`config.mk`:
```
export PLATFORM = sky130hd
export DESIGN_NAME = regfile_mp_flat
export DESIGN_NICKNAME = d
export VERILOG_FILES = /design/src/rtl/regfile_pkg.sv /design/src/rtl/regfile_if.sv /design/src/rtl/regfile_clear_fsm.sv /design/src/rtl/regfile_mp.sv /design/src/flat_wrapper.sv
export SDC_FILE = /design/constraint.sdc
export NUM_CORES = 1
export LEC_CHECK = 0
export BUFFER_PORTS_ARGS = -buffer_cell sky130_fd_sc_hd__buf_2
export CORE_MARGIN = 2
export CORE_UTILIZATION = 61
export CTS_CLUSTER_DIAMETER = 120
export CTS_CLUSTER_SIZE = 20
export DETAILED_ROUTE_END_ITERATION = 8
export HOLD_SLACK_MARGIN = 0.02
export PLACE_DENSITY_LB_ADDON = 0.1
export SKIP_LAST_GASP = 1
export SLEW_MARGIN = 20
export SYNTH_ARGS = -nofsm -noshare
export SYNTH_HDL_FRONTEND = slang
export SYNTH_SLANG_ARGS = --single-unit
```
`constraint.sdc`:
```
create_clock -name clk -period 4.3 [get_ports clk]
set_clock_uncertainty 0.2 [all_clocks]
set_input_delay 0.86 -clock clk [delete_from_list [all_inputs] [get_ports clk]]
set_output_delay 0.86 -clock clk [all_outputs]
set_load 0.01 [all_outputs]
```
`src/rtl/regfile_pkg.sv`:
```
// regfile_pkg: shared types and default sizing for the multi-read-port register file.
package regfile_pkg;

  // Clear sequencer states: IDLE waits for clear_i, SWEEP zeroes one register per cycle.
  typedef enum logic {
    IDLE  = 1'b0,
    SWEEP = 1'b1
  } clearState_e;

  localparam int DEFAULT_DATA_WIDTH = 8;
  localparam int DEFAULT_ADDR_WIDTH = 3;
  localparam int DEFAULT_NUM_READ   = 2;

endpackage

```
`src/rtl/regfile_if.sv`:
```
// regfile_if: decode/writeback bus of the register file.
// The master side (pipeline) drives addresses and write data; the slave side
// (regfile_mp) returns read data, busy and write acknowledge.
interface regfile_if
  import regfile_pkg::*;
#(
  parameter int DATA_WIDTH = DEFAULT_DATA_WIDTH,
  parameter int ADDR_WIDTH = DEFAULT_ADDR_WIDTH,
  parameter int NUM_READ   = DEFAULT_NUM_READ
);

  logic                           wen_i;
  logic [ADDR_WIDTH-1:0]          regWrite_i;
  logic [DATA_WIDTH-1:0]          dataWrite_i;
  logic [NUM_READ*ADDR_WIDTH-1:0] regRead_i;
  logic [NUM_READ*DATA_WIDTH-1:0] dataRead_o;
  logic                           clear_i;
  logic                           busy_o;
  logic                           wack_o;

  modport master (
    output wen_i, regWrite_i, dataWrite_i, regRead_i, clear_i,
    input  dataRead_o, busy_o, wack_o
  );

  modport slave (
    input  wen_i, regWrite_i, dataWrite_i, regRead_i, clear_i,
    output dataRead_o, busy_o, wack_o
  );

endinterface

```
`src/rtl/regfile_clear_fsm.sv`:
```
// regfile_clear_fsm: sweeps every register address once, one per cycle,
// after clear_i is seen in IDLE. busy_o is high for exactly DEPTH cycles.
module regfile_clear_fsm
  import regfile_pkg::*;
#(
  parameter int ADDR_WIDTH = DEFAULT_ADDR_WIDTH
) (
  input  logic                  clk,
  input  logic                  rst_n_i,
  input  logic                  clear_i,
  output logic                  busy_o,
  output logic                  sweepWe,
  output logic [ADDR_WIDTH-1:0] sweepAddr
);

  localparam logic [ADDR_WIDTH-1:0] PTR_LAST = '1;
  localparam logic [ADDR_WIDTH-1:0] PTR_ONE  = {{(ADDR_WIDTH-1){1'b0}}, 1'b1};

  clearState_e           state;
  clearState_e           stateNext;
  logic [ADDR_WIDTH-1:0] ptr;
  logic [ADDR_WIDTH-1:0] ptrNext;

  // State and pointer registers; reset abandons any sweep in progress.
  always_ff @(posedge clk) begin
    if (!rst_n_i) begin
      state <= IDLE;
      ptr   <= '0;
    end else begin
      state <= stateNext;
      ptr   <= ptrNext;
    end
  end

  // Next state: start on clear_i, walk the pointer, leave after the last address.
  always_comb begin
    stateNext = state;
    ptrNext   = ptr;
    case (state)
      IDLE: begin
        if (clear_i) begin
          stateNext = SWEEP;
          ptrNext   = '0;
        end
      end
      SWEEP: begin
        ptrNext = ptr + PTR_ONE;
        if (ptr == PTR_LAST) begin
          stateNext = IDLE;
        end
      end
      default: begin
        stateNext = IDLE;
        ptrNext   = '0;
      end
    endcase
  end

  assign busy_o    = (state == SWEEP);
  assign sweepWe   = (state == SWEEP);
  assign sweepAddr = ptr;

endmodule

```
`src/rtl/regfile_mp.sv`:
```
// regfile_mp: one synchronous write port, NUM_READ combinational read ports with
// write-to-read bypass, and a clear sweep that zeroes the array without reset.
// Optional build macro REGFILE_ZERO_REG_EN hardwires register 0 to zero.
module regfile_mp
  import regfile_pkg::*;
#(
  parameter int DATA_WIDTH = DEFAULT_DATA_WIDTH,
  parameter int ADDR_WIDTH = DEFAULT_ADDR_WIDTH,
  parameter int NUM_READ   = DEFAULT_NUM_READ
) (
  input logic      clk,
  input logic      rst_n_i,
  regfile_if.slave bus
);

  localparam int DEPTH = 1 << ADDR_WIDTH;

  logic [DATA_WIDTH-1:0]          regArray [DEPTH];
  logic [NUM_READ*DATA_WIDTH-1:0] readFlat;
  logic [ADDR_WIDTH-1:0]          sweepAddr;
  logic                           sweepWe;
  logic                           busy;
  logic                           writeAllowed;
  logic                           wrAccept;
  logic                           wackReg;

`ifdef REGFILE_ZERO_REG_EN
  assign writeAllowed = (bus.regWrite_i != '0);
`else
  assign writeAllowed = 1'b1;
`endif

  // Writes are dropped while the sweep owns the array.
  assign wrAccept = bus.wen_i && !busy && writeAllowed;

  regfile_clear_fsm #(
    .ADDR_WIDTH(ADDR_WIDTH)
  ) uClearFsm (
    .clk      (clk),
    .rst_n_i  (rst_n_i),
    .clear_i  (bus.clear_i),
    .busy_o   (busy),
    .sweepWe  (sweepWe),
    .sweepAddr(sweepAddr)
  );

  // Storage: sweep zeroing and pipeline writes never coincide (writes need !busy).
  always_ff @(posedge clk) begin
    if (!rst_n_i) begin
      for (int i = 0; i < DEPTH; i++) begin
        regArray[i] <= '0;
      end
    end else begin
      if (sweepWe) begin
        regArray[sweepAddr] <= '0;
      end
      if (wrAccept) begin
        regArray[bus.regWrite_i] <= bus.dataWrite_i;
      end
    end
  end

  // Write acknowledge: one-cycle pulse after each accepted write.
  always_ff @(posedge clk) begin
    if (!rst_n_i) begin
      wackReg <= 1'b0;
    end else begin
      wackReg <= wrAccept;
    end
  end

  // Per-port read mux: hardwired zero, then same-cycle bypass, then stored value.
  generate
    for (genvar gi = 0; gi < NUM_READ; gi++) begin : gReadPort
      logic [ADDR_WIDTH-1:0] rdAddr;
      logic                  bypass;
      logic                  forceZero;

      assign rdAddr = bus.regRead_i[gi*ADDR_WIDTH +: ADDR_WIDTH];
      assign bypass = wrAccept && (bus.regWrite_i == rdAddr);
`ifdef REGFILE_ZERO_REG_EN
      assign forceZero = (rdAddr == '0);
`else
      assign forceZero = 1'b0;
`endif
      assign readFlat[gi*DATA_WIDTH +: DATA_WIDTH] =
        forceZero ? '0 : (bypass ? bus.dataWrite_i : regArray[rdAddr]);
    end
  endgenerate

  assign bus.dataRead_o = readFlat;
  assign bus.busy_o     = busy;
  assign bus.wack_o     = wackReg;

endmodule

```
`src/flat_wrapper.sv`:
```
// flat-port wrapper written by rule: the top's interface ports become plain ports
module regfile_mp_flat import regfile_pkg::*;
#(
  parameter int DATA_WIDTH = DEFAULT_DATA_WIDTH,
  parameter int ADDR_WIDTH = DEFAULT_ADDR_WIDTH,
  parameter int NUM_READ   = DEFAULT_NUM_READ
)
  (clk, rst_n_i, bus_wen_i, bus_regWrite_i, bus_dataWrite_i, bus_regRead_i, bus_clear_i, bus_dataRead_o, bus_busy_o, bus_wack_o);
  regfile_if #(.DATA_WIDTH(DATA_WIDTH), .ADDR_WIDTH(ADDR_WIDTH), .NUM_READ(NUM_READ)) bus_i ();
  input logic clk;
  input logic rst_n_i;
  input wire logic [$bits(bus_i.wen_i)-1:0] bus_wen_i;
  input wire logic [$bits(bus_i.regWrite_i)-1:0] bus_regWrite_i;
  input wire logic [$bits(bus_i.dataWrite_i)-1:0] bus_dataWrite_i;
  input wire logic [$bits(bus_i.regRead_i)-1:0] bus_regRead_i;
  input wire logic [$bits(bus_i.clear_i)-1:0] bus_clear_i;
  output wire logic [$bits(bus_i.dataRead_o)-1:0] bus_dataRead_o;
  output wire logic [$bits(bus_i.busy_o)-1:0] bus_busy_o;
  output wire logic [$bits(bus_i.wack_o)-1:0] bus_wack_o;
  assign bus_i.wen_i = bus_wen_i;
  assign bus_i.regWrite_i = bus_regWrite_i;
  assign bus_i.dataWrite_i = bus_dataWrite_i;
  assign bus_i.regRead_i = bus_regRead_i;
  assign bus_i.clear_i = bus_clear_i;
  assign bus_dataRead_o = bus_i.dataRead_o;
  assign bus_busy_o = bus_i.busy_o;
  assign bus_wack_o = bus_i.wack_o;
  regfile_mp #(.DATA_WIDTH(DATA_WIDTH), .ADDR_WIDTH(ADDR_WIDTH), .NUM_READ(NUM_READ)) u_core (.clk(clk), .rst_n_i(rst_n_i), .bus(bus_i));
endmodule
```
# Yosys cells after proc, flatten, opt, wreduce, memory -nomap -nowiden
# Memory sizes are Yosys's and may differ from the RTL's.
# Index checks and enable logic that the tools add are counted.
# word_totals
register_bits	5
ram_bits	64
output_inout_bits	18
elab_cells	36
mem_count	1
# memory_table
name	depth	width	rd	rd_ports_with_merged_regs	wr	line_no	source
u_core.regArray	8	8	2	0	8	regfile_mp.sv:18	logic [DATA_WIDTH-1:0] regArray [DEPTH];
# op_classes
n_addsub	1
n_eq_ne	4
muxes	20
bitwise	1
n_reduce_logical	6
# op_table
operator	count
$mux 8	4
$reduce_or 8->1	2
$mux 1	11
$mux 3	3
$eq 3x3->1	2
$pmux 3 s2	1
$add 3x1->3 const B	1
$eq 3x3->1 const B	1
$logic_and 1x1->1	3
$ne 2x2->1 const B	1
$pmux 1 s2	1
$logic_not 1->1	1
$not 1->1	1

# Longest topological paths before layout
# Gate-level depths: netlist of the first run.
# depth
word_depth	7
ltp_mapped	6

# By module
# Synthesis of the first run repeated with hierarchy kept, for this count alone.
# unflattened
cells_unflattened	262
hier_area_um2	4060.1
# by_module_without_submodules
module	n_inst	cells_per_inst	area_each_um2	seq_area_each_um2
regfile_mp	1	245	3862.5	1941.9
regfile_clear_fsm	1	17	197.7	80.1

# Worst setup path before layout of the first run
# Ideal clock, no wire load.
# synth_timing
kind	input port to output port
startpoint	in bus_regRead_i[1]
endpoint	out bus_dataRead_o[0]
arrival_time_ns	2.332
setup_slack_ns	0.908
stages	5
path_buffers	2
path_cell_list	clkbuf_1 > clkbuf_1 > mux4_2 > mux2_2 > mux2_2
# synth_between
elab_chain_len	3
word_cells_on_any_way	4
classes_between	eq/ne (1); mux (1); reduce/logical (1); memory (1)
# synth_rtl
element	line_no	source
start, declared	flat_wrapper.sv:15	input wire logic [$bits(bus_i.regRead_i)-1:0] bus_regRead_i;
parallel branches: the longest is 2 deep, another holds $mem_v2 8x8	n/a	
$mux 8 *	regfile_mp.sv:87	forceZero ? '0 : (bypass ? bus.dataWrite_i : regArray[rdAddr]);
end, declared	flat_wrapper.sv:17	output wire logic [$bits(bus_i.dataRead_o)-1:0] bus_dataRead_o;
# Every way passes the cells marked *.

# Worst setup path after layout of the first run
# layout_timing
startpoint	in bus_regRead_i[0]
endpoint	out bus_dataRead_o[4]
# The elaborated chain is that of the path after synthesis.

==> results of run 1 <==
-- stage by stage --
stage | cells | power [W]
3_5_place_dp | 386 | 0.00106
5_1_grt | 402 | 0.00167
4_1_cts | 402 | 0.00162
6_report | 402 | 0.00162
3_3_place_gp | 386 | 0.00105
2_1_floorplan | 279 | 0.000967
-- worst reg2reg max path: stages (launching register included) --
cell	delay, ns
dfxtp_1	0.42
and3b_1	0.47
mux2_4	0.52
o31ai_1	0.55
buf_4	0.28
-- cells by family after synthesis --
family	after synthesis	synth area share
flops	69	0.480
compound gates	13	0.0202
xor+xnor	6	0.0125
buf+inv	32	0.0493
simple gates	89	0.146
fa+ha+maj	2	0.00594
mux	68	0.286
-- synthesized netlist by cell type, types with 5 or more instances --
| cell | count | area, µm² |
|---|---|---|
| buf_2 | 14 | 70.1 |
| buf_6 | 5 | 56.3 |
| clkbuf_1 | 11 | 41.3 |
| dfxtp_1 | 5 | 100 |
| edfxtp_1 | 64 | 1920 |
| mux2_2 | 30 | 338 |
| mux4_1 | 18 | 473 |
| mux4_2 | 14 | 315 |
| nand2_1 | 10 | 37.5 |
| nor2b_1 | 5 | 31.3 |
| nor4_1 | 51 | 319 |
| nor4_2 | 13 | 163 |
| o31ai_1 | 8 | 60.1 |
| xnor2_1 | 6 | 52.6 |
-- worst paths after layout --
kind	startpoint	endpoint	slack, ns	cells past startpoint
worst min-delay path	u_core.uClearFsm.sweepAddr[0]	u_core.uClearFsm.sweepAddr[0]	0.37	2
worst min register to register	u_core.uClearFsm.sweepAddr[0]	u_core.uClearFsm.sweepAddr[0]	0.37	2
worst max register to register	u_core.uClearFsm.busy_o	u_core.regArray[3][4]	1.56	4
worst max-delay path	bus_regRead_i[0]	bus_dataRead_o[4]	0.68	6
-- layer usage --
layer	up-vias	routed length, µm
met5	-	0
met4	0	140
met3	11	883
met2	140	5350
met1	1427	4030
li1	1271	-
-- state kept, by name, summed over array words and instances, names as in the netlist --
register	count
u_core.regArray	64
u_core.uClearFsm.sweepAddr	3
u_core.bus.wack_o	1
u_core.uClearFsm.busy_o	1
-- power by group through the flow --
stage | clock (W) | combinational, W | sequential (W)
2_1_floorplan | 0 | 0.000183 | 0.000784
4_1_cts | 0.000581 | 0.000265 | 0.000776
5_1_grt | 0.000607 | 0.000281 | 0.000779
3_5_place_dp | 0 | 0.000264 | 0.000791
3_3_place_gp | 0 | 0.000261 | 0.000789
6_report | 0.000580 | 0.000265 | 0.000776
-- layout make-up --
class	instances	area, µm²
Fill cell	489	2050
Sequential cell	69	2020
Multi-Input combinational cell	178	2010
Timing Repair Buffer	59	360
Clock buffer	9	124
Tap cell	80	100
Clock inverter	7	90.1
==> impl_results.md, run 1 <==
* Crit path max fanout at 17
* Yosys reg bits at 69
* Setup TNS Final at 0 ns
* Slowest CP cell: mux4_1
* Non-Filler Cell Area, Final at 0.00471 mm²
* Total Wirelength at 10,400 µm
* Port Buffers at 38
* Met1 usage at 0.392
* EDFF count, synth at 64
* Pleak at 1.67 nW
* Ports at 39
* Slew Viols, Final at 0
* Routed len/inst at 25.9 µm
* Final-report hold violation count at 0
* Comb power frac at 0.163
* Critical Path, Cell by Cell: buf_2, buf_4, mux4_1, mux2_2, mux2_2, buf_2
* Pin count of the biggest net entering global routing at 37
* Root Driver: clkbuf_8
* Async SR Flop Fraction at 0
* Unique masters post-synth at 25
* Antenna-violating nets left at 0
* Cell family with most CP delay: multiplexers
* CP required at approximately 3.2 ns
* CTS tree: yes
* Final period utilization at 0.841
* Setup Fix Bufs, Post-CTS at 0
* First-pass GRT wire length at 15,900 µm
* Worst Path Buf+Inv at 3
* Flop pwr share at 0.479
* Initial Util at 0.624
* Syn-to-layout area delta at 11.6%
* Switching part of the total power at 0.258
* Met3 usage at 0.0493
* Drt pass-1 iters at 4
* Avg Cell Area, Syn at 15.1 µm²
* Initial DRC Count at between 300 and 400
* WP data arrival at 2.56 ns
* Grt peak-use layer: met2
* Startpoint types: primary input
* CTS sink count at 69
* Worst slew margin at 0.253
* Pwr Density at 345 mW/mm²
* Outcome: complete, no violations
* Share of layout cells above drive strength 1 at 0.432
* Final core utilization at 0.696
* Antenna Cells at 0
* Worst skew pair latency at approximately 0.35 ns
* Area of the core at between 0.006 and 0.007 mm²
* Vias in the first global route at 2,813
* Crit path capture type: primary output
* Routability cong. at 0.786
* # nets final at 340
* Fmax at about 280 MHz
* Clk slew on worst S/H paths at 0.07 ns
* Hold buffer count at cts at 0
* Worst Max-Slew Pin Slew at approximately 1.1 ns
* # resized after CTS at 0
* Via count at between 2k and 3k
* WHS at 0.374 ns
* Max cap viols at 0
* Die Y-Extent at 87.1 µm
* Place WS at 0.674 ns
* DP Area at 0.00449 mm²
* Slowest Stage Delay on Critical Path at 0.62 ns
* Row cnt at 30
* Die area at 0.00759 mm²
* Cell area after technology mapping at 0.00422 mm²
* Worst VDD drop at about 0.00025 V
* Clock share of power at 0.358
* Setup ws final at 0.684 ns
* Syn_nets at 302
* DIE WIDTH at 87.1 µm
* DRC at 0
* Psw at 0.000418 W
* Most frequent cells in the layout: 64 x edfxtp_1, 51 x nor4_1, 38 x buf_2, 30 x mux2_2, 20 x buf_4
* Vias per cell at 7.09
* Critical path class: in -> out
* Ys Warns at 0
* Htree depth at 3
* GRT Total Usage at 0.292
* Hold crit path type: reg -> reg
* Antenna violations before repair at 0
* CTS buffer count at 9
* Top FF cell, synth: edfxtp_1
* M2 GR Usage at 0.484
* Setup violations, final at 0
* Internal power at 0.00120 W
* Minimum clock period at roughly 3.6 ns
* RSZ-0062 raised after global routing: false
* Grt ovf at 0
* Cells after Synth at ~280
* Most common cell after layout, fill and taps aside: edfxtp_1
* Clk buf depth at 2
* Sequential-to-total area share from yosys stat at 0.480
* Dpl hpwl at around 6800 µm
(Power assumes the default switching activity.)
==> run 2: changes to the inputs <==
--- a/config.mk
+++ b/config.mk
@@ -5,9 +5,10 @@
 export SDC_FILE = /design/constraint.sdc
 export NUM_CORES = 1
 export LEC_CHECK = 0
+export ABC_AREA = 1
 export BUFFER_PORTS_ARGS = -buffer_cell sky130_fd_sc_hd__buf_2
 export CORE_MARGIN = 2
-export CORE_UTILIZATION = 61
+export CORE_UTILIZATION = 60
 export CTS_CLUSTER_DIAMETER = 120
 export CTS_CLUSTER_SIZE = 20
 export DETAILED_ROUTE_END_ITERATION = 8
==> constraint.sdc (replaced) <==
create_clock -name clk -period 3.5 [get_ports clk]
set_clock_uncertainty 0.2 [all_clocks]
set_input_delay 0.7 -clock clk [delete_from_list [all_inputs] [get_ports clk]]
set_output_delay 0.7 -clock clk [all_outputs]
set_load 0.01 [all_outputs]
==> run 2 against run 1 <==
Global-route usage up 3.4 points. Critical path depth up 4. Sequential power up 22%. Critical endpoint unchanged. Die area up 7.3%. Wire length up 23%. Hold slack worse by 0.076 ns. Synthesized cell count up 110%. Via count up 47%.
==> impl_results.md, run 2 <==
* Outcome: complete, no violations
* Slowest CP cell: buf_2
* Dpl hpwl at 9030 µm
* Hold crit path type: reg -> reg
* WP data arrival at approximately 2.1 ns
* Antenna Cells at 0
* DRC at 0
* R2R setup slack at 1.23 ns
* Vias per cell at 5.76
* Row cnt at 31
* Final period utilization at 0.865
* Port Buffers at 38
* Pwr Density at 441 mW/mm²
* Total Wirelength at around 13,000 µm
* CTS buffer count at 9
* Drt pass-1 iters at 8
* Routed len/inst at 17.5 µm
* Fmax at 330 MHz
* Die Y-Extent at 90.2 µm
* Setup ws final at 0.471 ns
* Setup Fix Bufs, Post-CTS at 0
* HP Start: u_core.uClearFsm.sweepAddr[2]
* Hold EP: u_core.uClearFsm.sweepAddr[2]
* DP Area at between 0.004 and 0.005 mm²
* Pleak at about 2.3 nW
* Routability cong. at 0.929
* Unique masters post-synth at 26
* Initial DRC Count at roughly 560
* Critical path class: in -> out
* Slowest Stage Delay on Critical Path at 0.32 ns
* Critical Path, Cell by Cell: buf_2, inv_2, nand2_1, nand2_1, nor2_1, nand2_2, inv_2, nand2_1, nand2_1, buf_2
* Non-Filler Cell Area, Final at 0.00496 mm²
* CP required at 2.60 ns
* # nets final at 648
* Syn_nets at ~600
* Sequential-to-total area share from yosys stat at 0.453
* Initial Util at 0.618
* Most frequent cells in the layout: 197 x nand2_1, 111 x nand3_1, 74 x inv_1, 64 x edfxtp_1, 38 x buf_2
* WHS at 0.298 ns
* Cells after Synth at 594
* Place WS at 0.518 ns
* Setup TNS Final at 0 ns
* Worst reg2reg startpoint: u_core.uClearFsm.busy_o
* Worst r2r path cells at 6
* Yosys reg bits at 69
* Count leader, synth: nand2_1
* Ys Warns at 0
* RSZ-0062 raised after global routing: false
* Grt ovf at 0
* Max FFs per register at 64
* Top cells by count, synth: 197 x nand2_1, 111 x nand3_1, 74 x inv_1, 64 x edfxtp_1, 32 x nor3_1
* Clk slew on worst S/H paths at 0.07 ns
* Worst skew pair latency at between 0.3 and 0.4 ns
* Avg Cell Area, Syn at 7.51 µm²
* Share of layout cells above drive strength 1 at 0.163
* Antenna-violating nets left at 0
* Most used cell, CP: nand2_1
* Vias in the first global route at 3,903
* Reg-to-Reg End: u_core.regArray[0][6]
* Final-report hold violation count at 0
* Worst VDD drop at 0.000310 V
* Max cap viols at 0
* Worst slew margin at 0.604
* Pin count of the biggest net entering global routing at 33
* Antenna violations before repair at 0
* GRT Total Usage at 0.325
* Htree depth at 3
* Async SR Flop Fraction at 0
* Root Driver: clkbuf_8
* Worst Max-Slew Pin Slew at 0.592 ns
* Area of the core at 0.00721 mm²
* Top cell type's share of synthesized area at 0.431
* Ports at 39
* Via count at 4,200
* Setup violations, final at 0
* EDFF count, synth at 64
* Die area at 0.00814 mm²
* Min-Delay Path Depth at 2
* FILL cells at 632
* Most flops, register: u_core.regArray
* Minimum clock period at 3.03 ns
* # resized after CTS at 0
* CTS tree: yes
* Hold buffer count at cts at 0
* Startpoint types: primary input
* Slew Viols, Final at 0
* Most common cell after layout, fill and taps aside: nand2_1
* Crit path max fanout at 18
* Cell area after technology mapping at 0.00446 mm²
* Top FF cell, synth: edfxtp_1
* DIE WIDTH at around 90 µm
* Post-synth top area cell: edfxtp_1
* Ranking of synthesized cells by area: edfxtp_1 43%, nand2_1 17%, nand3_1 12%
* Syn-to-layout area delta at 11.2%
* First-pass GRT wire length at between 20,000 and 25,000 µm
* Clk buf depth at 2
* CTS sink count at 69
* Crit path capture type: primary output
-- run 2: cells by family (layout without fill, tap and decap cells) --
logic type,Yosys count,in the layout,share of synthesized area
compound gates,12,12,0.0140
fa+ha+maj,2,2,0.00561
buf+inv,112,148,0.111
flops,69,69,0.453
simple gates,399,399,0.416
-- run 2: metal layers --
layer  GRT usage  up-vias  wire (µm)
met4       0.126        0        515
met1       0.463     1912       5320
met5           0        -          0
met2       0.491      256       5520
met3      0.0696       45       1400
li1            -     1987          -
-- run 2: final cells by class --
class / instances / area, µm² / share of cell area
flip-flops and latches: 69 / 2020 / 0.408
multi-input cells: 413 / 1940 / 0.392
inverters: 82 / 308 / 0.0620
repair buffers: 50 / 293 / 0.0590
clock inverters: 7 / 146 / 0.0295
clock buffers: 9 / 124 / 0.0250
well taps: 99 / 124 / 0.0250
-- run 2: where the power goes --
group / switching, W / internal [W] / total, W
Combinational: 0.000254 / 0.000106 / 0.000360
Clock: 0.000328 / 0.000550 / 0.000879
Sequential: 0.0000140 / 0.000934 / 0.000948
Total: 0.000597 / 0.00159 / 0.00219
-- run 2: stage by stage --
stage                     total power [W]  instances   util
after floorplan                   0.00120        594      -
after global placement            0.00131        713  0.650
after detailed placement          0.00132        713  0.650
after CTS                         0.00218        729  0.688
after global routing              0.00226        729  0.688
final                             0.00219        729  0.688
-- run 2: worst max path at each step --
stage | from | endpoint | slack [ns] | cells past startpoint
floorplan | bus_regRead_i[4] | bus_dataRead_o[10] | 1.01 | 9
global placement | bus_regRead_i[1] | bus_dataRead_o[4] | 0.52 | 10
detailed placement | bus_regRead_i[1] | bus_dataRead_o[4] | 0.52 | 10
CTS | bus_regRead_i[1] | bus_dataRead_o[4] | 0.51 | 10
global route | bus_regRead_i[1] | bus_dataRead_o[4] | 0.34 | 10
finish | bus_regRead_i[1] | bus_dataRead_o[4] | 0.47 | 10
-- run 2: worst max-delay path: cells and delay by family --
family                 cells  cell delay, ns
buffers and inverters      4            0.85
AND/OR/NAND/NOR            6            0.57
